## config.mk

```make
export PLATFORM = sky130hd
export DESIGN_NAME = dac_update_scheduler
export DESIGN_NICKNAME = d
export VERILOG_FILES = /design/src/rtl/dac_sched_pkg.sv /design/src/rtl/dac_rr_arbiter.sv /design/src/rtl/dac_update_scheduler.sv
export SDC_FILE = /design/constraint.sdc
export NUM_CORES = 1
export LEC_CHECK = 0
export BUFFER_PORTS_ARGS = -buffer_cell sky130_fd_sc_hd__buf_2
export CAP_MARGIN = 15
export CELL_PAD_IN_SITES_DETAIL_PLACEMENT = 1
export CELL_PAD_IN_SITES_GLOBAL_PLACEMENT = 2
export CORE_MARGIN = 4
export CORE_UTILIZATION = 25
export CTS_CLUSTER_SIZE = 25
export DETAILED_ROUTE_END_ITERATION = 12
export PLACE_DENSITY = 0.59
export REMOVE_ABC_BUFFERS = 1
export SLEW_MARGIN = 40
export SYNTH_ARGS = -nofsm -noshare
export SYNTH_HDL_FRONTEND = slang
export SYNTH_SLANG_ARGS = --single-unit
export TNS_END_PERCENT = 10
```

## constraint.sdc

```tcl
create_clock -name i_Clock -period 3.3 [get_ports i_Clock]
set_clock_uncertainty 0.05 [all_clocks]
set_input_delay 0.495 -clock i_Clock [delete_from_list [all_inputs] [get_ports i_Clock]]
set_output_delay 0.495 -clock i_Clock [all_outputs]
set_load 0.02 [all_outputs]
```

## src/rtl/dac_sched_pkg.sv

```systemverilog
// rtl/dac_sched_pkg.sv - shared constants, FSM state type and frame packing for the DAC update scheduler
// Purpose: DAC command/address codes, scheduler state encoding and the 24-bit frame builder.
// Ports: none (package).
package dac_sched_pkg;

    localparam logic [3:0] CMD_WRITE_UPDATE = 4'h3;
    localparam logic [3:0] CMD_WRITE_INPUT  = 4'h0;
    localparam logic [3:0] CMD_UPDATE_ALL   = 4'h2;
    localparam logic [3:0] ADDR_ALL         = 4'hF;

    typedef enum logic [1:0] {
        IDLE      = 2'd0,
        SEND      = 2'd1,
        WAIT_LOW  = 2'd2,
        WAIT_HIGH = 2'd3
    } sched_state_t;

    function automatic logic [23:0] pack_frame(input logic [3:0]  cmd,
                                               input logic [3:0]  addr,
                                               input logic [15:0] data);
        return {cmd, addr, data};
    endfunction

endpackage

```

## src/rtl/dac_rr_arbiter.sv

```systemverilog
// rtl/dac_rr_arbiter.sv - combinational round-robin arbiter over the pending-channel vector
// Purpose: picks the first pending channel at or after the pointer, wrapping modulo NUM_CH.
// Ports:
//   i_Pending  in  NUM_CH  request vector
//   i_Pointer  in  CW      highest-priority channel index
//   o_Grant    out NUM_CH  one-hot grant (zero when nothing pending)
//   o_Valid    out 1       any request granted
module dac_rr_arbiter #(
    parameter int NUM_CH = 4,
    parameter int CW     = $clog2(NUM_CH)
) (
    input  logic [NUM_CH-1:0] i_Pending,
    input  logic [CW-1:0]     i_Pointer,
    output logic [NUM_CH-1:0] o_Grant,
    output logic              o_Valid
);

    logic [CW-1:0] w_idx;

    always_comb begin
        o_Grant = '0;
        o_Valid = 1'b0;
        w_idx   = '0;
        for (int i = 0; i < NUM_CH; i++) begin
            w_idx = CW'((int'(i_Pointer) + i) % NUM_CH);
            if (!o_Valid && i_Pending[w_idx]) begin
                o_Grant[w_idx] = 1'b1;
                o_Valid        = 1'b1;
            end
        end
    end

endmodule

```

## src/rtl/dac_update_scheduler.sv

```systemverilog
// rtl/dac_update_scheduler.sv - shares one 24-bit SPI DAC transmitter between NUM_CH channels
// Purpose: latches channel writes, marks them pending and round-robin serialises
//   {CMD, ADDR, DATA} frames into the transmitter with a per-wait-state timeout.
// Optional feature: DAC_SCHED_SYNC_LOAD_EN - channel frames load input registers only
//   and one update-all frame {2, F, 0000} follows once every pending channel is sent.
// Ports:
//   i_Clock      in  1       system clock
//   i_Reset      in  1       asynchronous active-high reset
//   i_Wr_En      in  1       write strobe (no back-pressure)
//   i_Wr_Chan    in  CW      channel index; values >= NUM_CH ignored
//   i_Wr_Data    in  16      channel value
//   o_DAC_Data   out 24      frame to transmitter
//   o_DAC_Send   out 1       one-cycle start pulse
//   i_DAC_Ready  in  1       transmitter idle
//   o_Pending    out NUM_CH  per-channel unsent flags
//   o_Busy       out 1       FSM not in IDLE
//   o_Timeout    out 1       sticky wait-state timeout flag
module dac_update_scheduler
    import dac_sched_pkg::*;
#(
    parameter int  NUM_CH  = 4,
    parameter int  TIMEOUT = 1023,
    localparam int CW      = $clog2(NUM_CH)
) (
    input  logic              i_Clock,
    input  logic              i_Reset,
    input  logic              i_Wr_En,
    input  logic [CW-1:0]     i_Wr_Chan,
    input  logic [15:0]       i_Wr_Data,
    output logic [23:0]       o_DAC_Data,
    output logic              o_DAC_Send,
    input  logic              i_DAC_Ready,
    output logic [NUM_CH-1:0] o_Pending,
    output logic              o_Busy,
    output logic              o_Timeout
);

`ifdef DAC_SCHED_SYNC_LOAD_EN
    localparam logic [3:0] CH_CMD = CMD_WRITE_INPUT;
`else
    localparam logic [3:0] CH_CMD = CMD_WRITE_UPDATE;
`endif

    sched_state_t      r_state;
    sched_state_t      w_state_next;
    logic [15:0]       r_value [NUM_CH];
    logic [NUM_CH-1:0] r_pending;
    logic [CW-1:0]     r_ptr;
    logic [CW-1:0]     r_gnt_ch;
    logic [23:0]       r_data;
    logic [9:0]        r_wait_cnt;
    logic              r_timeout;

    logic [NUM_CH-1:0] w_arb_grant;
    logic              w_arb_valid;
    logic [CW-1:0]     w_grant_ch;
    logic              w_wr_hit;
    logic [NUM_CH-1:0] w_wr_onehot;
    logic [NUM_CH-1:0] w_clr;
    logic [NUM_CH-1:0] w_set;
    logic              w_do_grant_ch;
    logic              w_do_grant;
    logic              w_waiting;
    logic              w_expired;
    logic              w_abort;

`ifdef DAC_SCHED_SYNC_LOAD_EN
    logic r_sync_needed;
    logic r_gnt_all;
    logic w_do_grant_all;
`endif

    dac_rr_arbiter #(
        .NUM_CH (NUM_CH),
        .CW     (CW)
    ) u_arb (
        .i_Pending (r_pending),
        .i_Pointer (r_ptr),
        .o_Grant   (w_arb_grant),
        .o_Valid   (w_arb_valid)
    );

    always_comb begin
        w_grant_ch = '0;
        for (int i = 0; i < NUM_CH; i++) begin
            if (w_arb_grant[i]) begin
                w_grant_ch = CW'(i);
            end
        end
    end

    assign w_wr_hit    = i_Wr_En && (int'(i_Wr_Chan) < NUM_CH);
    assign w_wr_onehot = w_wr_hit ? (NUM_CH'(1) << i_Wr_Chan) : '0;

    assign w_do_grant_ch = (r_state == IDLE) && i_DAC_Ready && w_arb_valid;
`ifdef DAC_SCHED_SYNC_LOAD_EN
    // Channel requests, including writes that land while the update-all frame is
    // still waiting, always win over the update-all frame.
    assign w_do_grant_all = (r_state == IDLE) && i_DAC_Ready && !w_arb_valid && r_sync_needed;
    assign w_do_grant     = w_do_grant_ch || w_do_grant_all;
`else
    assign w_do_grant     = w_do_grant_ch;
`endif

    assign w_waiting = (r_state == WAIT_LOW  &&  i_DAC_Ready) ||
                       (r_state == WAIT_HIGH && !i_DAC_Ready);
    assign w_expired = (r_wait_cnt == 10'(TIMEOUT));
    assign w_abort   = w_waiting && w_expired;

    // A write on the grant edge must survive the clear, so set wins over clear.
    assign w_clr = w_do_grant_ch ? w_arb_grant : '0;
`ifdef DAC_SCHED_SYNC_LOAD_EN
    assign w_set = w_wr_onehot | ((w_abort && !r_gnt_all) ? (NUM_CH'(1) << r_gnt_ch) : '0);
`else
    assign w_set = w_wr_onehot | (w_abort ? (NUM_CH'(1) << r_gnt_ch) : '0);
`endif

    always_ff @(posedge i_Clock or posedge i_Reset) begin
        if (i_Reset) begin
            r_state <= IDLE;
        end else begin
            r_state <= w_state_next;
        end
    end

    always_comb begin
        w_state_next = r_state;
        case (r_state)
            IDLE:      if (w_do_grant) w_state_next = SEND;
            SEND:      w_state_next = WAIT_LOW;
            WAIT_LOW:  if (!i_DAC_Ready) w_state_next = WAIT_HIGH;
                       else if (w_expired) w_state_next = IDLE;
            WAIT_HIGH: if (i_DAC_Ready) w_state_next = IDLE;
                       else if (w_expired) w_state_next = IDLE;
            default:   w_state_next = IDLE;
        endcase
    end

    always_comb begin
        o_DAC_Send = (r_state == SEND);
        o_Busy     = (r_state != IDLE);
    end

    always_ff @(posedge i_Clock or posedge i_Reset) begin
        if (i_Reset) begin
            for (int i = 0; i < NUM_CH; i++) begin
                r_value[i] <= '0;
            end
            r_pending  <= '0;
            r_ptr      <= '0;
            r_gnt_ch   <= '0;
            r_data     <= '0;
            r_wait_cnt <= '0;
            r_timeout  <= 1'b0;
        end else begin
            if (w_wr_hit) begin
                r_value[i_Wr_Chan] <= i_Wr_Data;
            end
            r_pending <= (r_pending & ~w_clr) | w_set;

            if (w_do_grant_ch) begin
                r_data   <= pack_frame(CH_CMD, 4'(w_grant_ch), r_value[w_grant_ch]);
                r_gnt_ch <= w_grant_ch;
                r_ptr    <= CW'((int'(w_grant_ch) + 1) % NUM_CH);
            end
`ifdef DAC_SCHED_SYNC_LOAD_EN
            else if (w_do_grant_all) begin
                r_data <= pack_frame(CMD_UPDATE_ALL, ADDR_ALL, 16'h0000);
            end
`endif

            // Counter restarts on every state change so each wait state gets a full budget.
            if (w_state_next != r_state) begin
                r_wait_cnt <= '0;
            end else if (w_waiting && !w_expired) begin
                r_wait_cnt <= r_wait_cnt + 10'd1;
            end

            if (w_abort) begin
                r_timeout <= 1'b1;
            end
        end
    end

`ifdef DAC_SCHED_SYNC_LOAD_EN
    always_ff @(posedge i_Clock or posedge i_Reset) begin
        if (i_Reset) begin
            r_sync_needed <= 1'b0;
            r_gnt_all     <= 1'b0;
        end else begin
            if (w_do_grant) begin
                r_gnt_all <= w_do_grant_all;
            end
            if (w_do_grant_ch) begin
                r_sync_needed <= 1'b1;
            end else if (w_do_grant_all) begin
                r_sync_needed <= 1'b0;
            end else if (w_abort && r_gnt_all) begin
                r_sync_needed <= 1'b1;
            end
        end
    end
`endif

    assign o_DAC_Data = r_data;
    assign o_Pending  = r_pending;
    assign o_Timeout  = r_timeout;

endmodule

```

==> Word-level counts from Yosys, hierarchy flattened <==
Index checks and enable logic that the tools add are counted.
W data, S select, Z words.
{ "word_totals": {"reg_bits": 104, "inputBits": 22, "out_inout_bits": 31} }
{ "classes": {"n_addsub": 5, "order_cmp": 11, "eq_ne": 5, "n_shift": 2, "muxes": 43, "bitwise": 9, "n_reduce_logical": 23} }
{ "op_table": {"columns": ["operator", "count"], "rows": [
  ["$bwmux W64", 1],
  ["$mux W16", 3],
  ["$bmux W16 S2", 1],
  ["$demux W16 S2", 1],
  ["$mux W4", 7],
  ["$mux W10", 2],
  ["$or A4 B4 Y4", 5],
  ["$logic_and A1 B1 Y1", 14],
  ["$mux W1", 13],
  ["$lt A2 B3 Y1 const B", 4],
  ["$mux W2", 6],
  ["$add A10 B1 Y10 const B", 1],
  ["$eq A10 B10 Y1 const B", 1],
  ["$bmux W1 S2", 4],
  ["$demux W1 S2", 4],
  ["$ge A2 B1 Y1 const B", 4],
  ["$pmux W2 S4", 1],
  ["$shl A1 B2 Y4 const A", 2],
  ["$ge A3 B3 Y1 const B", 2],
  ["$not A2 Y3", 2],
  ["$logic_not A1 Y1", 5],
  ["$add A2 B1 Y2 const B", 2],
  ["$add A2 B2 Y2 const B", 2],
  ["$and A4 B4 Y4", 1],
  ["other kinds (8)", 10]
]} }

==> Logic depth before layout (Yosys ltp) <==
Gate-level depths: netlist (run 1).
{ "logic_depth": {"ltp_word": 19, "depth_mapped": 12} }

==> Cells and area by module <==
Synthesis (run 1) repeated with hierarchy kept, for this count alone.
{ "unflattened": {"hier_cells": 436, "area_unflattened_um2": 5182.5} }
{ "by_module_without_submodules": {"columns": ["mod", "instances", "cells_per_inst", "area_per_inst_um2", "seq_area_each_um2"], "rows": [
  ["dac_update_scheduler", 1, 374, 4688.2, 2552.4],
  ["dac_rr_arbiter", 1, 62, 494.2, 0.0]
]} }

==> Least setup slack after synthesis (run 1) <==
OpenSTA, ideal clock, no wires.
{ "synth_path": {"path_kind": "register to register", "start": "reg r_ptr[0]", "end": "reg r_data[1], in the netlist o_DAC_Data[1]", "setup_ns": 0.128, "t_arrival_ns": 2.813, "slack_ns": 0.309, "stages_incl_launch_ff": 12, "n_path_buf": 3, "path_cell_list": "dfrtp_1 > buf_4 > inv_1 > ha_1 > mux4_2 > nand2_2 > a21oi_2 > or4_1 > buf_6 > buf_8 > a211oi_2 > o31ai_2"} }
{ "synth_via": {"elab_chain_cells": 19, "word_cells_on_any_way": 56, "cone_classes": "3 x add/sub; 8 x order compare; 30 x mux; 4 x bitwise; 11 x reduce/logical"} }
{ "synth_rtl": {"columns": ["element", "line_no", "rtl"], "rows": [
  ["start, declared", "dac_update_scheduler.sv:48", "logic [CW-1:0] r_ptr;"],
  ["start signal, assigned", "dac_update_scheduler.sv:164", "r_ptr <= CW'((int'(w_grant_ch) + 1) % NUM_CH);"],
  ["parallel branches: the longest is 19 deep, another holds $lt A2 B3 Y1", null, null],
  ["end signal, assigned", "dac_update_scheduler.sv:162", "r_data <= pack_frame(CH_CMD, 4'(w_grant_ch), r_value[w_grant_ch]);"],
  ["end, declared", "dac_update_scheduler.sv:50", "logic [23:0] r_data;"]
]} }
Parallel ways; which one is timed is not known. The select of a mux whose other input is x is not followed.
A chain may end at the register's enable or synchronous reset.

==> Worst setup path in the final report (run 1) <==
{ "layout_path": {"start": "reg r_ptr[1]", "end": "reg r_data[10], in the netlist o_DAC_Data[10]"} }
Same word-level chain as after synthesis.

==> results of run 1 <==
[metal layers]
metal / GRT usage, % / wire length, um
met3: 3.03 / 480
met5: 0 / 0
met2: 22.3 / 7040
met4: 2.96 / 148
met1: 17.8 / 7140
[layout make-up]
cell class | instances | share of cell area (%)
well taps | 270 | 5.57
flip-flops and latches | 102 | 42.1
clock buffers | 9 | 3.71
repair buffers | 65 | 6.89
inverters | 25 | 1.59
multi-input cells | 314 | 38.8
clock inverters | 7 | 1.42
[worst register-to-register path, stage by stage, from the launching register on]
cell and delay [ns]:
dfrtp_2 0.43, inv_1 0.13, ha_1 0.35, mux4_2 0.60
or3_1 0.40, a21oi_2 0.22, or4_1 0.20, buf_12 0.20
a211oi_1 0.07, o31ai_1 0.27
[repair_timing]
item | CTS | global route
endpoints found under the setup margin | 0 | 12
resized for setup | 0 | 1
setup buffers | 0 | 1
[cell families (layout without fill, tap and decap cells)]
logic type	Yosys count	in the layout	synth area share, %
buffers and inverters	56	106	5.37
xor gates and xnor gates	10	10	1.70
and+or+nand+nor	124	124	11.7
adders and majority gates	7	7	1.70
other	1	4	0.0728
muxes	54	54	12.0
DFF	102	102	49.5
AOI/OAI and AO/OA	115	115	17.8
[registers in the layout, indices dropped and copies added (netlist names)]
| name | count |
|---|---|
| r_wait_cnt | 10 |
| o_Timeout | 1 |
| o_Pending | 4 |
| r_ptr | 2 |
| r_state | 2 |
| r_gnt_ch | 1 |
| o_DAC_Data | 18 |
| r_value | 64 |
[cell usage in the layout (no fill, tap or decap), drive strengths merged, types with 7 or more instances in the layout]
master / n
o31ai: 16
dfrtp: 102
o21ai: 25
nand2: 50
nand3: 8
nor2: 32
clkbuf: 9
xor2: 8
a2bb2oi: 17
ha: 7
buf: 65
a211oi: 32
inv: 27
a21oi: 7
mux2: 48
[report_power, final]
group,total (mW),internal (mW),switching [mW]
sequential,1.80,1.55,0.255
combinational,2.47,0.982,1.48
clock,1.11,0.547,0.560
[metrics by stage]
stage | setup slack, ns | cells
final | 0.285 | 792
after CTS | 0.137 | 791
after global placement | 0.218 | 775
after floorplan | -0.121 | 441
after detailed placement | 0.184 | 775
after global routing | 0.0957 | 792
[worst max-delay path by stage]
stage / startpoint / depth (start not counted) / endpoint
2_1_floorplan: r_ptr[0] / 8 / o_DAC_Data[10]
6_report: r_ptr[1] / 9 / o_DAC_Data[10]
4_1_cts: r_ptr[1] / 9 / o_DAC_Data[10]
3_3_place_gp: r_ptr[1] / 8 / o_DAC_Data[10]
3_5_place_dp: r_ptr[1] / 9 / o_DAC_Data[1]
5_1_grt: r_ptr[1] / 9 / o_DAC_Data[0]
==> impl_metrics.toml, run 1 <==
[timing]
timing.slew.headroom_pct = 54.6
rsz0062_at_grt = "no"
worst_pin_slew_ns = 0.681
hold_violations = 0
slew_violations = 0
period_share_pct = 91.4
fin_hold_ws_ns = 0.187
setup_viol_count_final = 0
fmax_mhz = 332
final.setup.tns_ns = 0
period_needed_ns = 3.02

[critical_path]
cp_max_fo = 18
cp_data_arrival_time_ns = 3.22
rr_endpoint = "o_DAC_Data[10]"
regToRegStartpoint = "r_ptr[1]"
cp_top_family = "simple AND/OR/NAND/NOR gates"
reg2reg_slack_ns = 0.28
setup.worst_path.class = "reg2reg"
path_buf_inv = 2
critPathRequiredTime_ns = 3.51
r2r_cells = 9
endpoint_kind = "register"
startpoint_type = "register"
cp_cell_sequence = "inv_1, ha_1, mux4_2, or3_1, a21oi_2, or4_1, buf_12, a211oi_1, o31ai_1"
slowest_delay_ns = 0.60
slowest_stage = "mux4_2"

[layout]
finish.utilization_pct = 30.0
drive_gt1_share_pct = 31.2
seq_area_um2 = 2550
syn_to_final_growth_pct = 17.8
fin_nets = 546
n_antenna_cell = 0
fillers = 2249
multi_input_area_um2 = 2350
finalInstanceArea_um2 = 6070

[route]
drtIter0Drc = 145
via_per_inst = 4.89
dr.pass1.iters = 4
drc = 0
wl_mm = 14.8
wl_per_cell_um = 18.7
vias = 3871
ant_nets = 0

[synthesis]
yosysTopAreaCell = "dfrtp_1"
syn_inst = 469
synth_most_common_cell = "dfrtp_1"
yosysSeqAreaShare_pct = 49.5
netlist_area_um2 = 5150
synth_top_area_share_pct = 49.5
synth_warnings = 0
synth_commonest_cells = "dfrtp_1 (102), mux2_2 (48), nand2_1 (48), nor2_1 (31)"
synth_edf_count = 0
synthArstFlopShare_pct = 100
synth_seq_cells = 102
ys_top_cells_by_area = "dfrtp_1 (50%), mux2_2 (10%), a211oi_1 (3.5%)"
synth_cell_types = 61
synthFlopType = "dfrtp_1"
syn_area_per_cell_um2 = 11.0

[die]
rows = 52
coreArea_um2 = 20200
io_pins = 53
start_util_pct = 25.5
dieArea_um2 = 23000
fp.dieW_um = 152
die_h_um = 152

[power_and_ir_drop]
powerDensity_nw_per_um2 = 885
p_total_mw = 5.37
p_leak_nw = 2.52
ir_drop_mv = 0.329

[clock_network]
holdBufCountCts = 0
worst_skew_pair.late_latency_ns = 0.36
cts_root_buf = "clkbuf_16"
h-tree-depth = 3
cts_tree = "yes"
cts_made_buffers = 9
cts.sinks = 102
clkTransAtPathRegs_ns = 0.08
cts.path.max_buffers = 2

[min_path]
hp-class = "in2async"

[run]
maxCapViolCount = 0

[global_route]
grt_usage_pct = 13.4
gr-total-overflow = 0
grt_pass1_wl_mm = 23.6
antenna_found_initial = 0
grt_max_degree = 53
grt_pass1_vias = 4183

[placed_design]
dp_hpwl_mm = 9.50
io_buffers = 48
gp_congestion = 0.794
post_dp_cell_area_um2 = 5750

[outcome]
run_status = "finished, final reports clean"
Note: power is estimated with default switching activity, not from simulation.
==> inputs of run 2 (changes only) <==
- CAP_MARGIN: 15 -> 5
- PLACE_DENSITY: 0.59 -> 0.58
- SYNTH_HIERARCHICAL: not set -> 1
==> run 2 against run 1 <==
Net effect: via count shrank 10%; worst setup slack gained 0.28 ns; first-iteration DRC count shrank 12%; sequential cell count is the same; die area grew 0.56%; final area shrank 1.1%; synthesized area grew 0.58%; power grew 1.1%; final cell count shrank 5.2%; critical path type unchanged; largest cell class unchanged; largest power group unchanged.
==> impl_metrics.toml, run 2 <==
[outcome]
run_status = "finished, final reports clean"

[clock_network]
cts_resized = 0
h-tree-depth = 3
holdBufCountCts = 0
cts_root_buf = "clkbuf_16"
cts_made_buffers = 9
cts.path.max_buffers = 2
worst_skew_pair.late_latency_ns = 0.35
cts_setup_buffers = 0
clkTransAtPathRegs_ns = 0.07
cts_tree = "yes"
cts.sinks = 102

[synthesis]
synth_edf_count = 0
syn_area_per_cell_um2 = 11.9
synthArstFlopShare_pct = 100
synth_cell_types = 61
synth_seq_cells = 102
netlist_area_um2 = 5180
synth_commonest_cells = "dfrtp_1 (102), mux2_2 (68), nand2_1 (48), mux2i_1 (38), o21ai_0 (38)"
synth_warnings = 6
yosysSeqAreaShare_pct = 49.3
ys_top_cells_by_area = "dfrtp_1 (49%), mux2_2 (15%), mux2i_1 (7.3%)"
yosysTopAreaCell = "dfrtp_1"
syn_inst = 436
synth_most_common_cell = "dfrtp_1"
synth_top_area_share_pct = 49.3
synthFlopType = "dfrtp_1"

[global_route]
gr-total-overflow = 0
grt_usage_pct = 11.4
grt_pass1_vias = 3845
grt_pass1_wl_mm = 21.3
grt_max_degree = 60
antenna_found_initial = 2

[power_and_ir_drop]
p_leak_nw = 2.56
powerDensity_nw_per_um2 = 905
ir_drop_mv = 0.415
p_total_mw = 5.43

[critical_path]
critPathRequiredTime_ns = 3.44
endpoint_kind = "register"
startpoint_type = "register"
cp_max_fo = 19
setup.worst_path.class = "reg2reg"
r2r_cells = 11
cp_data_arrival_time_ns = 2.88

[timing]
slew_violations = 0
period_share_pct = 82.9
hold_violations = 0
setup_slack_ns = 0.565
worst_pin_slew_ns = 0.738
timing.slew.headroom_pct = 50.7
rsz0062_at_grt = "no"
fin_hold_ws_ns = 0.170
fmax_mhz = 366
final.setup.tns_ns = 0
setup_viol_count_final = 0
period_needed_ns = 2.74

[die]
die_h_um = 152
coreArea_um2 = 20300
io_pins = 53
start_util_pct = 25.5
dieArea_um2 = 23100
fp.dieW_um = 152
rows = 52

[run]
maxCapViolCount = 0

[placed_design]
dp_hpwl_mm = 8.36
io_buffers = 48
post_dp_cell_area_um2 = 5710
placed_cells = 736
gp_congestion = 0.749
post-place-ws_ns = 0.552

[route]
wl_mm = 12.6
via_per_inst = 4.64
drtIter0Drc = 128
ant_nets = 0
vias = 3481
wl_per_cell_um = 16.8
drc = 0
dr.pass1.iters = 4

[min_path]
hp-class = "in2async"

[layout]
top_register = "r_value"
syn_to_final_growth_pct = 15.9
final_cell_count_no_fill = 751
largest_reg_flops = 64
finish.utilization_pct = 29.6
final_cell_mix = "dfrtp_1 (102), mux2_2 (68), nand2_1 (48), buf_2 (48)"
n_antenna_cell = 0
finalInstanceArea_um2 = 6000
final_common_cell = "dfrtp_1"
drive_gt1_share_pct = 34.7
fin_nets = 506
[run 2: cell types whose count changed after synthesis, sizes merged, moves of 13 or more]
cell and delta:
mux2i +33, o31ai -13, nor2 -24, o21ai +14, inv -14, mux2 +20, a2bb2oi -17, a211oi -28
[run 2: routing by layer]
layer	share of wire (%)	up-vias	GRT usage, %
met2	45	53	17.5
met4	1.0	4	2.61
li1	-	1628	-
met1	50	1781	16.0
met3	3.4	15	3.13
met5	0.21	-	0
[run 2: critical path, stage by stage, from the launching register on]
cell	delay (ns)
dfrtp_1	0.35
inv_1	0.09
ha_1	0.40
mux2i_1	0.35
mux2_2	0.28
a211oi_1	0.10
o2bb2ai_2	0.20
buf_12	0.22
mux2i_1	0.21
o21ai_0	0.10
mux2i_1	0.13
o21ai_0	0.09
[run 2: path summary, 6_finish.rpt]
kind,from,end,slack [ns]
max in group asynchronous,i_Reset,r_value[17],2.28
worst max register to register,r_ptr[0],o_DAC_Data[3],0.56
worst max-delay path,r_ptr[0],o_DAC_Data[3],0.56
min in group i_Clock,i_Wr_Data[5],r_value[5],0.37
worst min register to register,o_Timeout,o_Timeout,0.41
worst min-delay path,i_Reset,o_DAC_Data[11],0.17
[run 2: power by group]
part           leakage (nW)  internal, mW  switching, mW
Sequential             1.23          1.55          0.260
Combinational          1.20          1.10           1.46
Clock                 0.131         0.586          0.477
[run 2: layout make-up]
type	instances	area [um2]
timing repair buffer	57	358
inverter	10	40.0
clock buffer	10	229
multi-input combinational	297	2430
sequential	102	2550
tap	270	338
fill	2275	14300
clock inverter	5	61.3
[run 2: cell families (layout without fill, tap and decap cells)]
logic type / count (synthesis) / in the layout / synth area share, %
DFF: 102 / 102 / 49.3
buffers and inverters: 40 / 82 / 4.51
adders and majority gates: 8 / 8 / 1.91
other: 1 / 4 / 0.0724
AOI/OAI and AO/OA: 77 / 77 / 10.4
xor gates and xnor gates: 4 / 4 / 1.18
muxes: 107 / 107 / 22.5
and+or+nand+nor: 97 / 97 / 10.1
